==> src/rtl/adder_tree_stream.sv <==
// Streaming NUM-lane reduction adder: registered lane capture, a registered binary
// adder tree, then an accumulator/output stage with optional packet accumulation.
module adder_tree_stream #(
  parameter int BITS     = 16,
  parameter int NUM      = 4,
  parameter int SIGNED   = 0,
  parameter int ACCUM    = 1,
  parameter int SATURATE = 0,
  parameter int OUT_BITS = 24
) (
  input  logic                  clk,
  input  logic                  resetn,
  input  logic                  in_valid,
  output logic                  in_ready,
  input  logic [NUM*BITS-1:0]   in_data,
  input  logic                  in_last,
  output logic                  out_valid,
  input  logic                  out_ready,
  output logic [OUT_BITS-1:0]   out_data,
  output logic                  out_overflow,
  output logic [7:0]            out_count
);

  localparam int LEVELS   = $clog2(NUM);
  localparam int SUM_BITS = BITS + LEVELS;

  function automatic logic [SUM_BITS-1:0] extend_lane(input logic [BITS-1:0] lane);
    logic sign;
    sign = (SIGNED != 0) && lane[BITS-1];
    return {{LEVELS{sign}}, lane};
  endfunction

  // node_q[0] holds the captured lanes; node_q[l] is the output of tree level l.
  logic [SUM_BITS-1:0] node_q [LEVELS+1][NUM];
  logic [SUM_BITS-1:0] src    [LEVELS][2*NUM];
  logic [LEVELS:0]     vld_q, lst_q;

  logic                en, in_fire;
  logic                out_valid_q, out_valid_d;
  logic [OUT_BITS-1:0] out_data_q, out_data_d;
  logic                out_ovf_q, out_ovf_d;
  logic [7:0]          out_count_q, out_count_d;
  logic [OUT_BITS-1:0] acc_q, acc_d;
  logic                ovf_sticky_q, ovf_sticky_d;
  logic [7:0]          cnt_q, cnt_d;

  assign en       = !(out_valid_q && !out_ready);
  assign in_ready = en && !resetn;
  assign in_fire  = in_valid && in_ready;

  // Zero padding above NUM turns an odd operand's "add" into a pass-through.
  always_comb begin
    for (int l = 0; l < LEVELS; l++) begin
      for (int k = 0; k < NUM; k++)       src[l][k] = node_q[l][k];
      for (int k = NUM; k < 2*NUM; k++)   src[l][k] = '0;
    end
  end

  // NOTE: sequential state uses non-blocking assignments so every stage samples
  // the previous stage's pre-edge value, regardless of statement order.
  always_ff @(posedge clk or posedge resetn) begin
    if (resetn) begin
      node_q <= '{default: '0};
      vld_q  <= '0;
      lst_q  <= '0;
    end else if (en) begin
      for (int j = 0; j < NUM; j++)
        node_q[0][j] <= extend_lane(in_data[j*BITS +: BITS]);
      for (int l = 0; l < LEVELS; l++)
        for (int j = 0; j < NUM; j++)
          node_q[l+1][j] <= src[l][2*j] + src[l][2*j+1];
      vld_q <= {vld_q[LEVELS-1:0], in_fire};
      lst_q <= {lst_q[LEVELS-1:0], in_last};
    end
  end

  logic [SUM_BITS-1:0] tree_sum;
  logic                tree_vld, tree_last, emit, ovf, full_neg;
  logic [OUT_BITS:0]   sum_ext, acc_ext, full;
  logic [OUT_BITS-1:0] sat_val, beat_val;
  logic [7:0]          cnt_inc;

  assign tree_sum  = node_q[LEVELS][0];
  assign tree_vld  = vld_q[LEVELS];
  assign tree_last = lst_q[LEVELS];
  assign emit      = (ACCUM == 0) || tree_last;

  // One extra bit of headroom makes the overflow test exact for both modes.
  assign sum_ext  = {{(OUT_BITS+1-SUM_BITS){(SIGNED != 0) && tree_sum[SUM_BITS-1]}}, tree_sum};
  assign acc_ext  = {(SIGNED != 0) && acc_q[OUT_BITS-1], acc_q};
  assign full     = acc_ext + sum_ext;
  assign full_neg = full[OUT_BITS];
  assign ovf      = (SIGNED != 0) ? (full[OUT_BITS] != full[OUT_BITS-1]) : full[OUT_BITS];

  assign sat_val  = (SIGNED == 0) ? {OUT_BITS{1'b1}} :
                    full_neg      ? {1'b1, {(OUT_BITS-1){1'b0}}} :
                                    {1'b0, {(OUT_BITS-1){1'b1}}};
  assign beat_val = (ovf && (SATURATE != 0)) ? sat_val : full[OUT_BITS-1:0];
  assign cnt_inc  = (cnt_q == 8'hFF) ? 8'hFF : cnt_q + 8'd1;

  // NOTE: every next-state variable takes its held value first, so no path
  // through this block can leave one unassigned and infer a latch.
  always_comb begin
    out_valid_d  = out_valid_q;
    out_data_d   = out_data_q;
    out_ovf_d    = out_ovf_q;
    out_count_d  = out_count_q;
    acc_d        = acc_q;
    ovf_sticky_d = ovf_sticky_q;
    cnt_d        = cnt_q;
    if (en) begin
      out_valid_d = 1'b0;
      if (tree_vld) begin
        if (emit) begin
          out_valid_d  = 1'b1;
          out_data_d   = beat_val;
          out_ovf_d    = ovf_sticky_q | ovf;
          out_count_d  = cnt_inc;
          acc_d        = '0;
          ovf_sticky_d = 1'b0;
          cnt_d        = 8'd0;
        end else begin
          acc_d        = beat_val;
          ovf_sticky_d = ovf_sticky_q | ovf;
          cnt_d        = cnt_inc;
        end
      end
    end
  end

  always_ff @(posedge clk or posedge resetn) begin
    if (resetn) begin
      out_valid_q  <= 1'b0;
      out_data_q   <= '0;
      out_ovf_q    <= 1'b0;
      out_count_q  <= 8'd0;
      acc_q        <= '0;
      ovf_sticky_q <= 1'b0;
      cnt_q        <= 8'd0;
    end else begin
      out_valid_q  <= out_valid_d;
      out_data_q   <= out_data_d;
      out_ovf_q    <= out_ovf_d;
      out_count_q  <= out_count_d;
      acc_q        <= acc_d;
      ovf_sticky_q <= ovf_sticky_d;
      cnt_q        <= cnt_d;
    end
  end

  assign out_valid    = out_valid_q;
  assign out_data     = out_data_q;
  assign out_overflow = out_ovf_q;
  assign out_count    = out_count_q;

endmodule

==> config.mk <==
export PLATFORM = sky130hd
export DESIGN_NAME = adder_tree_stream
export DESIGN_NICKNAME = d
export VERILOG_FILES = /design/src/rtl/adder_tree_stream.sv
export SDC_FILE = /design/constraint.sdc
export NUM_CORES = 1
export LEC_CHECK = 0
export CORE_UTILIZATION = 55
export DETAILED_ROUTE_END_ITERATION = 10
export GPL_ROUTABILITY_DRIVEN = 0
export PLACE_DENSITY_LB_ADDON = 0.25
export SYNTH_ARGS = -nofsm -noshare
export SYNTH_HDL_FRONTEND = slang
export SYNTH_SLANG_ARGS = --single-unit
==> constraint.sdc <==
create_clock -name clk -period 14.05 [get_ports clk]
set_input_delay 2.81 -clock clk [delete_from_list [all_inputs] [get_ports clk]]
set_output_delay 2.81 -clock clk [all_outputs]
set_load 0.005 [all_outputs]
* After elaboration in Yosys (flattened, before gate mapping)
Cells that the tools add are included.
Widths: inputs -> output; s select.
** Word-level totals
- Output and inout bits :: 35
- Memory bits (read-only) :: 0
- Bits in registers :: 191
- Logic and storage cells :: 38
- Input bits :: 69
- Memories kept :: 0
- Latch bits :: 0
- Bits in writable memories :: 0
** Cells by class
- Div/mod/pow operators :: 0
- Multipliers :: 0
- Bitwise operators :: 2
- Muxes and demuxes :: 6
- Equality and inequality tests :: 1
- Magnitude comparators :: 0
- $add $sub $neg :: 5
- Shifts and indexed selects :: 0
- Reduce and logical (&&, ||, !) cells :: 8
** Operators with widths (count)
- $add 16x16->17 :: 2
- $add 24x18->25 :: 1
- $mux 24 :: 1
- $add 18x18->18 :: 1
- $mux 8 :: 2
- $add 8x1->8 const B :: 1
- $eq 8x8->1 const B :: 1
- $logic_and 1x1->1 :: 3
- $logic_not 1->1 :: 3
- $mux 1 :: 3
- $reduce_and 3->1 :: 1
- $reduce_and 2->1 :: 1
- $not 1->1 :: 1
- $or 1x1->1 :: 1

* Depth between registers and ports, before layout
Gate-level depths: netlist of run 1.
- Depth in word-level cells :: 5
- Gate-level depth with buffers :: 11
- Depth with buffers taken out :: 11

* Worst setup path before layout of run 1
No wires, ideal clock.
- Path kind :: input to register
- Start :: input port resetn
- End :: register vld_q[0]
- Data required time :: 13952 ps
- Stages :: 3
- Library setup time :: 98 ps
- Path slack :: 6924 ps
- Arrival :: 7028 ps
- Cells stage by stage :: inv_1 > nand2_1 > o21ai_0
** On the way
- Cells in the longest elaborated chain, start to end :: 3
** RTL lines
- start: declaration :: RTL line 12 : input logic resetn,
- $logic_not 1->1 (no source line)
- $logic_and 1x1->1 :: RTL line 48 : assign in_ready = en && !resetn;
- $logic_and 1x1->1 :: RTL line 49 : assign in_fire = in_valid && in_ready;
- end signal: assignment :: RTL line 72 : vld_q <= {vld_q[LEVELS-1:0], in_fire};
- end: declaration :: RTL line 36 : logic [LEVELS:0] vld_q, lst_q;
No other way between the ends.
A chain may end at the register's enable or synchronous reset.

* Worst setup path after layout of run 1
- Start :: input port out_ready
- End :: output port in_ready
** On the way
- Cells in the longest elaborated chain, start to end :: 4
** RTL lines
- start: declaration :: RTL line 18 : input logic out_ready,
- $logic_not 1->1 :: RTL line 47 : assign en = !(out_valid_q && !out_ready);
- $logic_and 1x1->1 :: RTL line 47
- $logic_not 1->1 :: RTL line 47
- $logic_and 1x1->1 :: RTL line 48
- end: declaration :: RTL line 14 : output logic in_ready,
No other way between the ends.

==> summary.md, run 1 <==
| Metric | Value |
|---|---|
| Status | `finished, violations left` |
| Failing checks | `DRC` |
| Total Routed Length | `20500 µm` |
| Crit-path cells | `clkdlybuf4s50_1 -> nor2b_4 -> nor2_1 -> clkdlybuf4s50_1` |
| Worst skew pair latency | `0.43 ns` |
| Root Buffer | `clkbuf_16` |
| Top FF cell, synth | `dfrtp_1` |
| Nets | `~1300` |
| TritonCTS Sinks | `approximately 190` |
| Synth Area per Inst | `roughly 9.2 µm²` |
| Final setup viols | `0` |
| Overall Global Routing Usage | `between 20% and 30%` |
| Ranking of synthesized cells by area | `dfrtp_1 (46%), nand2_1 (11%), ha_1 (8.4%)` |
| Area Overhead vs Synth | `17.8%` |
| Hold Path Class | `reg -> reg` |
| Final Max Tran Viols | `0` |
| Skew final | `0.00988 ns` |
| CP arrival | `about 4.0 ns` |
| Clock Path Buffers | `2` |
| WL/cell | `roughly 14 µm` |
| Synthesized area | `10200 µm²` |
| TNS Setup | `0 ns` |
| Cell Pwr Density | `around 240 nW/µm²` |
| Drc violations | `10` |
| Vias | `between 7000 and 8000` |
| DIE WIDTH | `approximately 140 µm` |
| Fin. Hold Viols | `0` |
| Critical Path RT | `approximately 11 ns` |
| Layout cells sized above 1 | `between 5 and 6%` |
| Worst Setup Path Type | `in -> out` |
| Max stage delay on crit path | `0.52 ns` |
| Slew headroom | `a little over a quarter` |
| Overflow after GRT | `0` |
| First-pass GRT wire length | `35600 µm` |
| Final antenna-violating net count | `0` |
| Die area | `between 15000 and 20000 µm²` |
| Pin count of the biggest net entering global routing | `~130` |
| Syn nets | `roughly 1300` |
| Asr flop ratio synth | `between 90% and 100%` |
| Drt first pass iters | `8` |
| Pleak | `5.61 nW` |
| Critical path startpoint category | `input port` |
| DR iter-0 viols | `412` |
| Diode count | `0` |
| Initial antenna violation count | `0` |
| EDFF count, synth | `0` |
| Fin crit period | `about 6.8 ns` |
| CTS tree | `built` |
| Worst Tran Pin Value | `1.10 ns` |
| Core footprint | `18100 µm²` |
| Quantity of gates resized following cts | `0` |
| Maximum vdd drop | `0.137 mV` |
| Seq/Total Area, Yosys | `between 40% and 50%` |
| Final Util | `around two thirds` |
| Clk slew on worst S/H paths | `approximately 0.070 ns` |
| Synthesized flop and latch total | `about 190` |
| Postcts setup bufs | `0` |
| IO Port Bufs | `between 100 and 150` |
| Slowest cell on crit path | `clkdlybuf4s50_1` |
| Mapped Cells | `approximately 1100` |
| Die Height | `~140 µm` |
| TritonCTS buffer count | `17` |
| Post-DR vias/cell | `around 5.4` |
| Synth top area share | `a little under half` |
| Worst-path maximum fanout | `2` |
| Initial core utilization | `around 56%` |
| Leading area contributor after synthesis | `dfrtp_1` |
| YS warnings | `0` |
| Flop2flop setup slack | `about 11 ns` |
| Cell variety after synth | `between 60 and 70` |
| Worst Setup End Kind | `output port` |
| # H-tree levels | `4` |
| Unrepaired setup endpoints after global routing | `false` |
| Boundary Pins | `between 100 and 150` |
| Crit-path most repeated cell | `clkdlybuf4s50_1` |
| Max-Cap Viols | `0` |
| Site row count | `49` |
| Fmax | `approximately 150 MHz` |
| Number of global-route vias before repair | `~7600` |
| Final period util | `48.3%` |
| Final HPWL DP | `about 14000 µm` |
| CTS Hold Bufs | `0` |
final timing paths:
path	cells past startpoint	from	endpoint
max in group asynchronous	3	resetn	node_q[123]
min in group asynchronous	2	resetn	lst_q[0]
hold / removal	2	out_data[12]	out_data[12]
setup reg to reg	6	out_valid	acc_q[22]
hold reg to reg	2	out_data[12]	out_data[12]
setup / recovery	4	out_ready	in_ready
sequential cells by signal (all words and copies together) (netlist names):
name,count
vld_q,3
out_count,8
ovf_sticky_q,1
lst_q,3
node_q,98
tree_sum,18
cnt_q,8
out_data,24
out_valid,1
acc_q,24
out_overflow,1
layout by cell type (no fill, tap or decap), types with 3 or more instances in the layout:
cell type | netlist | final
a211o_1 | 4 | 4
a211oi_1 | 8 | 8
a21o_1 | 13 | 13
a21oi_1 | 73 | 73
a22o_1 | 19 | 19
a31o_2 | 3 | 3
a31oi_1 | 13 | 13
and2_1 | 6 | 6
and3_1 | 10 | 10
buf_4 | 0 | 4
bufinv_16 | 0 | 3
clkbuf_16 | 0 | 17
clkbuf_8 | 0 | 3
clkdlybuf4s50_1 | 0 | 103
dfrtp_1 | 189 | 189
fa_1 | 4 | 4
ha_1 | 68 | 68
inv_1 | 21 | 20
inv_6 | 0 | 3
mux2_2 | 7 | 7
nand2_1 | 312 | 312
nand2b_1 | 13 | 12
nand3_1 | 15 | 15
nand4_1 | 3 | 3
nor2_1 | 68 | 68
nor2b_1 | 10 | 9
nor3_1 | 13 | 13
o21a_1 | 9 | 9
o21ai_0 | 42 | 42
o21ai_1 | 22 | 22
o21ai_2 | 3 | 3
o21bai_1 | 3 | 3
o31ai_1 | 6 | 6
or2_2 | 3 | 3
or3_1 | 3 | 3
xnor2_1 | 34 | 34
xor2_1 | 28 | 28
power by group:
part           switching (mW)  leakage (nW)  total (mW)  internal, mW
clock                   0.210         0.301       0.506         0.296
sequential              0.143          2.30       0.893         0.750
combinational           0.804          3.01        1.46         0.660
layout make-up:
cell class	instances	area [µm²]
fill	1494	6080
multi-input combinational	857	5220
sequential	189	4730
timing repair buffer	107	1060
clock buffer	20	467
tap	229	287
clock inverter	11	156
inverter	21	83.8
cells in the mapped netlist (all sizes together) (14+ instances only):
cell type and count:
a21oi 74, a22o 19, a31oi 14, clkbuf 34
dfrtp 189, ha 68, inv 21, nand2 313
nand3 15, nor2 70, nor3 14, o21ai 67
xnor2 34, xor2 28
metrics by stage:
step	area (µm²)	worst slack (ns)	cells	hold WS (ns)	total power, mW
finish	12000	7.27	1434	0.471	2.86
global route	12000	7.23	1434	0.499	3.10
CTS	12000	7.26	1434	0.471	2.88
detailed placement	11400	7.26	1403	0.456	2.35
global placement	11400	7.29	1403	0.450	2.31
floorplan	10200	6.08	1110	0.439	1.98
routing by layer:
metal / wire, µm / up-vias / global-route usage [%]
met5: 0 / - / 0
met4: 501 / 0 / 8.10
met3: 604 / 33 / 3.71
met2: 9810 / 166 / 38.2
met1: 9580 / 3642 / 30.6
li1: - / 3958 / -
worst max-delay path: cells and delay by family:
family	cells	cell delay, ns
buf+inv	2	1.03
simple gates	2	0.13
kinds of logic after synthesis:
logic type,synth area share (%)
and+or+nand+nor,19.5
AOI/OAI and AO/OA,16.3
DFF,46.4
adders and majority gates,9.14
buffers and inverters,2.51
xor gates and xnor gates,5.33
muxes,0.872
(Power assumes the default switching activity.)
==> run 2: changes to the inputs <==
==> constraint.sdc (replaced) <==
create_clock -name clk -period 6.81 [get_ports clk]
set_input_delay 1.362 -clock clk [delete_from_list [all_inputs] [get_ports clk]]
set_output_delay 1.362 -clock clk [all_outputs]
set_load 0.005 [all_outputs]
==> run 2 against run 1 <==
Net effect: non-clock buffer count rose by 2; sequential power increased by 110%; flip-flop and latch count stayed put; combinational power up 110%; worst hold slack got worse by 0.0027 ns; critical path depth increased by 3; first-iteration DRC count is 6.1% higher; worst setup slack worse by 4.7 ns; die area stayed put; routed wire length shrank 0.11%; cell count up 0.21%; the run still ends with DRC left; register-to-register slack lost 7.2 ns; largest power group unchanged.
==> summary.md, run 2 (synthesis gave the netlist of run 1 again) <==
| Metric | Value |
|---|---|
| Status | `finished, violations left` |
| Failing checks | `DRC` |
| Worst Setup End Kind | `flip-flop` |
| Boundary Pins | `between 100 and 150` |
| Slew headroom | `25.7%` |
| Number of global-route vias before repair | `7526` |
| CTS tree | `built` |
| Total Routed Length | `approximately 20000 µm` |
| Final Max Tran Viols | `0` |
| Final HPWL DP | `~15000 µm` |
| Critical Path RT | `7.13 ns` |
| Critical path startpoint category | `input port` |
| # H-tree levels | `4` |
| Crit-path cells | `clkdlybuf4s50_1 -> nand2b_4 -> and2_1 -> nand2_1 -> nand2_1 -> nor2_1 -> a22o_1` |
| Max FFs per register | `just under 100` |
| TNS Setup | `0 ns` |
| Fin. Hold Viols | `0` |
| Postcts setup bufs | `0` |
| Max stage delay on crit path | `roughly 0.72 ns` |
| Post-DR vias/cell | `roughly 5.5` |
| Pin count of the biggest net entering global routing | `117` |
| Final Util | `65.9%` |
| Max-Cap Viols | `0` |
| NetSw | `~2.4 mW` |
| Worst skew pair latency | `roughly 0.43 ns` |
| Seq pwr share | `between 30 and 40%` |
| CTS Hold Bufs | `0` |
| Die Height | `between 100 and 150 µm` |
| Initial antenna violation count | `0` |
| Nets | `1336` |
| Layout cells sized above 1 | `6.04%` |
| Die area | `roughly 19000 µm²` |
| Overall Global Routing Usage | `about 23%` |
| Final setup viols | `0` |
| Post-route setup slack | `approximately 2.5 ns` |
| Skew final | `around 0.0075 ns` |
| Worst Setup Path Type | `in -> reg` |
| Most frequent cells in the layout | `nand2_1 (312), dfrtp_1 (189), clkdlybuf4s50_1 (103), a21oi_1 (73)` |
| Clock Path Buffers | `2` |
| DR iter-0 viols | `approximately 440` |
| Net Sw Frac | `about two fifths` |
| TritonCTS buffer count | `17` |
| Vias | `about 7800` |
| Quantity of gates resized following cts | `0` |
| Buffers & Inverters on Critical Path | `1` |
| Place WS | `2.11 ns` |
| Fin crit period | `roughly 4.3 ns` |
| Slowest cell on crit path | `nand2_1` |
| Pleak | `5.59 nW` |
| Cell Pwr Density | `483 nW/µm²` |
| Unrepaired setup endpoints after global routing | `false` |
| Most common cell after layout, fill and taps aside | `nand2_1` |
| IO Port Bufs | `103` |
| First-pass GRT wire length | `between 30000 and 40000 µm` |
| Logic gate share of total power | `~52%` |
| Area Overhead vs Synth | `17.1%` |
| Drc violations | `9` |
| Cell internal pwr | `roughly 3.4 mW` |
| Core footprint | `between 15000 and 20000 µm²` |
| Worst Tran Pin Value | `~1.1 ns` |
| Site row count | `between 40 and 50` |
| Initial core utilization | `a little under three fifths` |
| DIE WIDTH | `approximately 140 µm` |
| WL/cell | `between 10 and 15 µm` |
| TritonCTS Sinks | `~190` |
| Fmax | `235 MHz` |
| Root Buffer | `clkbuf_16` |
| Top reg by flops | `node_q` |
| FILL cells | `between 1500 and 2000` |
| Final antenna-violating net count | `0` |
| Diode count | `0` |
| Worst-path maximum fanout | `66` |
| Clock network power share | `15.9%` |
| Final period util | `62.6%` |
| Clk slew on worst S/H paths | `about 0.070 ns` |
| Crit-path most repeated cell | `nand2_1` |
| Hold Path Class | `reg -> reg` |
| Crit-path leading delay family | `simple AND/OR/NAND/NOR gates` |
| Maximum vdd drop | `between 0.2 and 0.3 mV` |
| Overflow after GRT | `0` |
| CP arrival | `approximately 4.6 ns` |
| Drt first pass iters | `7` |
[run 2: layer usage]
layer	track usage (%)	up-vias	part of all wire [%]	routed length [µm]
li1	-	3977	-	-
met1	30.5	3685	48	9760
met2	38.3	150	48	9750
met5	0	-	0	0
met4	7.51	0	1.8	372
met3	3.33	26	2.9	592
[run 2: worst reg2reg max path, cell delays in order (launching register included)]
cell and delay, ns:
dfrtp_1 0.44, nand2b_4 0.51, and2_1 0.54, nand2_1 0.72
nand2_1 0.56, nor2_1 0.08, a22o_1 0.23
[run 2: worst paths after layout]
path                            slack (ns)          end  cells past startpoint       from
worst max register to register        3.63    acc_q[22]                      6  out_valid
worst max-delay path                  2.55    acc_q[22]                      7  out_ready
max in group asynchronous             4.12  node_q[121]                      3     resetn
min in group asynchronous             1.49     lst_q[0]                      2     resetn
worst min register to register        0.47     lst_q[1]                      2   lst_q[1]
worst min-delay path                  0.47     lst_q[1]                      2   lst_q[1]
[run 2: through the flow]
step                      instance area, µm²  total power, mW  cells  hold slack [ns]
after global placement                 11400             4.77   1405            0.450
after global routing                   11900             6.25   1437            0.489
after CTS                              11900             5.80   1437            0.472
after detailed placement               11400             4.85   1405            0.456
after floorplan                        10200             4.08   1110            0.439
final                                  11900             5.76   1437            0.469
[run 2: final cells by class]
type	instances	area (µm²)	share of cell area, %
clock buffer	19	443	3.71
clock inverter	13	91.3	0.766
inverter	21	83.8	0.703
multi-input combinational	857	5220	43.7
sequential	189	4730	39.7
tap	229	287	2.40
timing repair buffer	109	1080	9.02
[run 2: power by group through the flow]
stage | registers, mW | clock network [mW] | logic, mW
5_1_grt | 1.89 | 0.974 | 3.38
3_3_place_gp | 1.85 | 0 | 2.92
6_report | 1.84 | 0.917 | 3.00
3_5_place_dp | 1.86 | 0 | 2.99
2_1_floorplan | 1.76 | 0 | 2.32
4_1_cts | 1.85 | 0.930 | 3.02
==> RTL change (settings of run 1) <==
Change the parameter `SIGNED` from 0 to 1.
--- a/src/rtl/adder_tree_stream.sv
+++ b/src/rtl/adder_tree_stream.sv
@@ -3,7 +3,7 @@
 module adder_tree_stream #(
   parameter int BITS     = 16,
   parameter int NUM      = 4,
-  parameter int SIGNED   = 0,
+  parameter int SIGNED   = 1,
   parameter int ACCUM    = 1,
   parameter int SATURATE = 0,
   parameter int OUT_BITS = 24
Function: changed (Yosys sat finds a counterexample within 10 cycles, from zero or initial values and one cycle with resetn high).
==> RTL change against run 1 <==
  * Routed wire length increased by 6.4%
  * Setup slack worse by 0.73 ns
  * Critical endpoint unchanged
  * Sequential cell count is the same
  * Maximum frequency fell by 9.7%
  * Final area grew 2.3%
  * Critical path type unchanged
  * Synthesized area grew 2.9%
  * Total power grew 6.0%
  * Highest routed layer unchanged
==> RTL change: results (changes against run 1) <==
| Metric | Value |
|---|---|
| Status | `finished clean` |
| Seq/Total Area, Yosys | `0.451 (-0.0132)` |
| Reg2Reg Depth | `10 (+4)` |
| CTS-repair resized insts | `0 (unchanged)` |
| Syn avg cell area | `8.98 µm² (-2.1%)` |
| WL met2 | `10300 µm (+4.5%)` |
| Comb. pwr | `1630 µW (+12%)` |
| Worst hold endpoint | `node_q[154]$_DFFE_PP0N_` |
| Post-synth cell types | `63 (-8.7%)` |
| Hold buffers post-CTS | `0 (unchanged)` |
| Synth top area cells | `dfrtp_1, nand2_1, ha_1` |
| R2R Path Start | `tree_sum[0]$_DFFE_PP0N_` |
| Slew headroom | `0.185 (-0.0779)` |
| Pin count of the biggest net entering global routing | `98 (-22%)` |
| R2R Setup Slk | `11.30 ns (+0.47 ns)` |
| GRT Util Overall | `0.238 (+0.00806)` |
| Critical path peak fanout | `46 (+44)` |
| First-pass GRT wire length | `37900 µm (+6.5%)` |
| Placed inst area | `11700 µm² (+2.6%)` |
| Vias in the first global route | `8125 (+6.2%)` |
| Worst Skew | `0.00959 ns (-0.000289 ns)` |
| Met2 usage | `0.399 (+0.0171)` |
| HPWL Detailed | `15300 µm (+8.0%)` |
| Hold slack final | `0.471 ns (-0.000211 ns)` |
| Met1 wire length | `10500 µm (+9.8%)` |
| GR Util met3 | `0.0414 (+0.00430)` |
| Leak Pwr | `0.00577 µW (+2.7%)` |
| RR Endpoint | `out_data[20]$_DFFE_PP0P_` |
| DR pass1 iterations | `4 (-4)` |
| # nets final | `1390 (+4.2%)` |
| Clock group share of total power | `0.164 (-0.013)` |
| Leading post-synthesis cells by instance count | `nand2_1, dfrtp_1, a21oi_1` |
| Switching power | `1250 µW (+8.3%)` |
| Met1 GRT Util | `0.314 (+0.00787)` |
| Iter 0 DRT Violations | `467 (+13%)` |
| Vias per Instance | `5.56 (+2.3%)` |
| Total Wirelength | `21800 µm (+6.4%)` |
| Critical Path AT | `4.70 ns (+0.73 ns)` |
| Finished Layout Cells | `1488 (+3.8%)` |
| Min-delay src | `node_q[154]$_DFFE_PP0N_` |
| Sw frac | `0.413 (+0.00902)` |
| Max VDD drop | `120 µV (-12%)` |
| DR WL met3 | `639 µm (+5.8%)` |
| Filler Cell Count | `1593 (+6.6%)` |
| Min cycle time layout | `7.51 ns (+0.726 ns)` |
| Synth Net Count | `1314 (+5.0%)` |
==> RTL change: worst max-delay path, cell delays in order <==
cell	delay, ns
clkdlybuf4s50_1	0.51
nor2b_4	0.81
nor2_1	0.08
clkdlybuf4s50_1	0.48
==> RTL change: cell type report <==
class	instances	area, µm²	area share
Multi-Input combinational cell	908	5500	0.448
Tap cell	234	293	0.0239
Timing Repair Buffer	109	1080	0.0877
Inverter	18	72.6	0.00591
Clock buffer	21	470	0.0383
Clock inverter	9	136	0.0111
Sequential cell	189	4730	0.385
==> RTL change: kinds of logic (layout without fill, tap and decap cells) <==
| logic type | Yosys count | in the layout | synth area share |
|---|---|---|---|
| AO/OA/AOI/OAI | 302 | 302 | 0.184 |
| flip-flops | 189 | 189 | 0.451 |
| buffers and inverters | 70 | 157 | 0.0260 |
| multiplexers | 13 | 13 | 0.0140 |
| AND/OR/NAND/NOR | 454 | 454 | 0.178 |
| XOR/XNOR | 61 | 61 | 0.0510 |
| adder cells (fa/ha/maj) | 78 | 78 | 0.0959 |
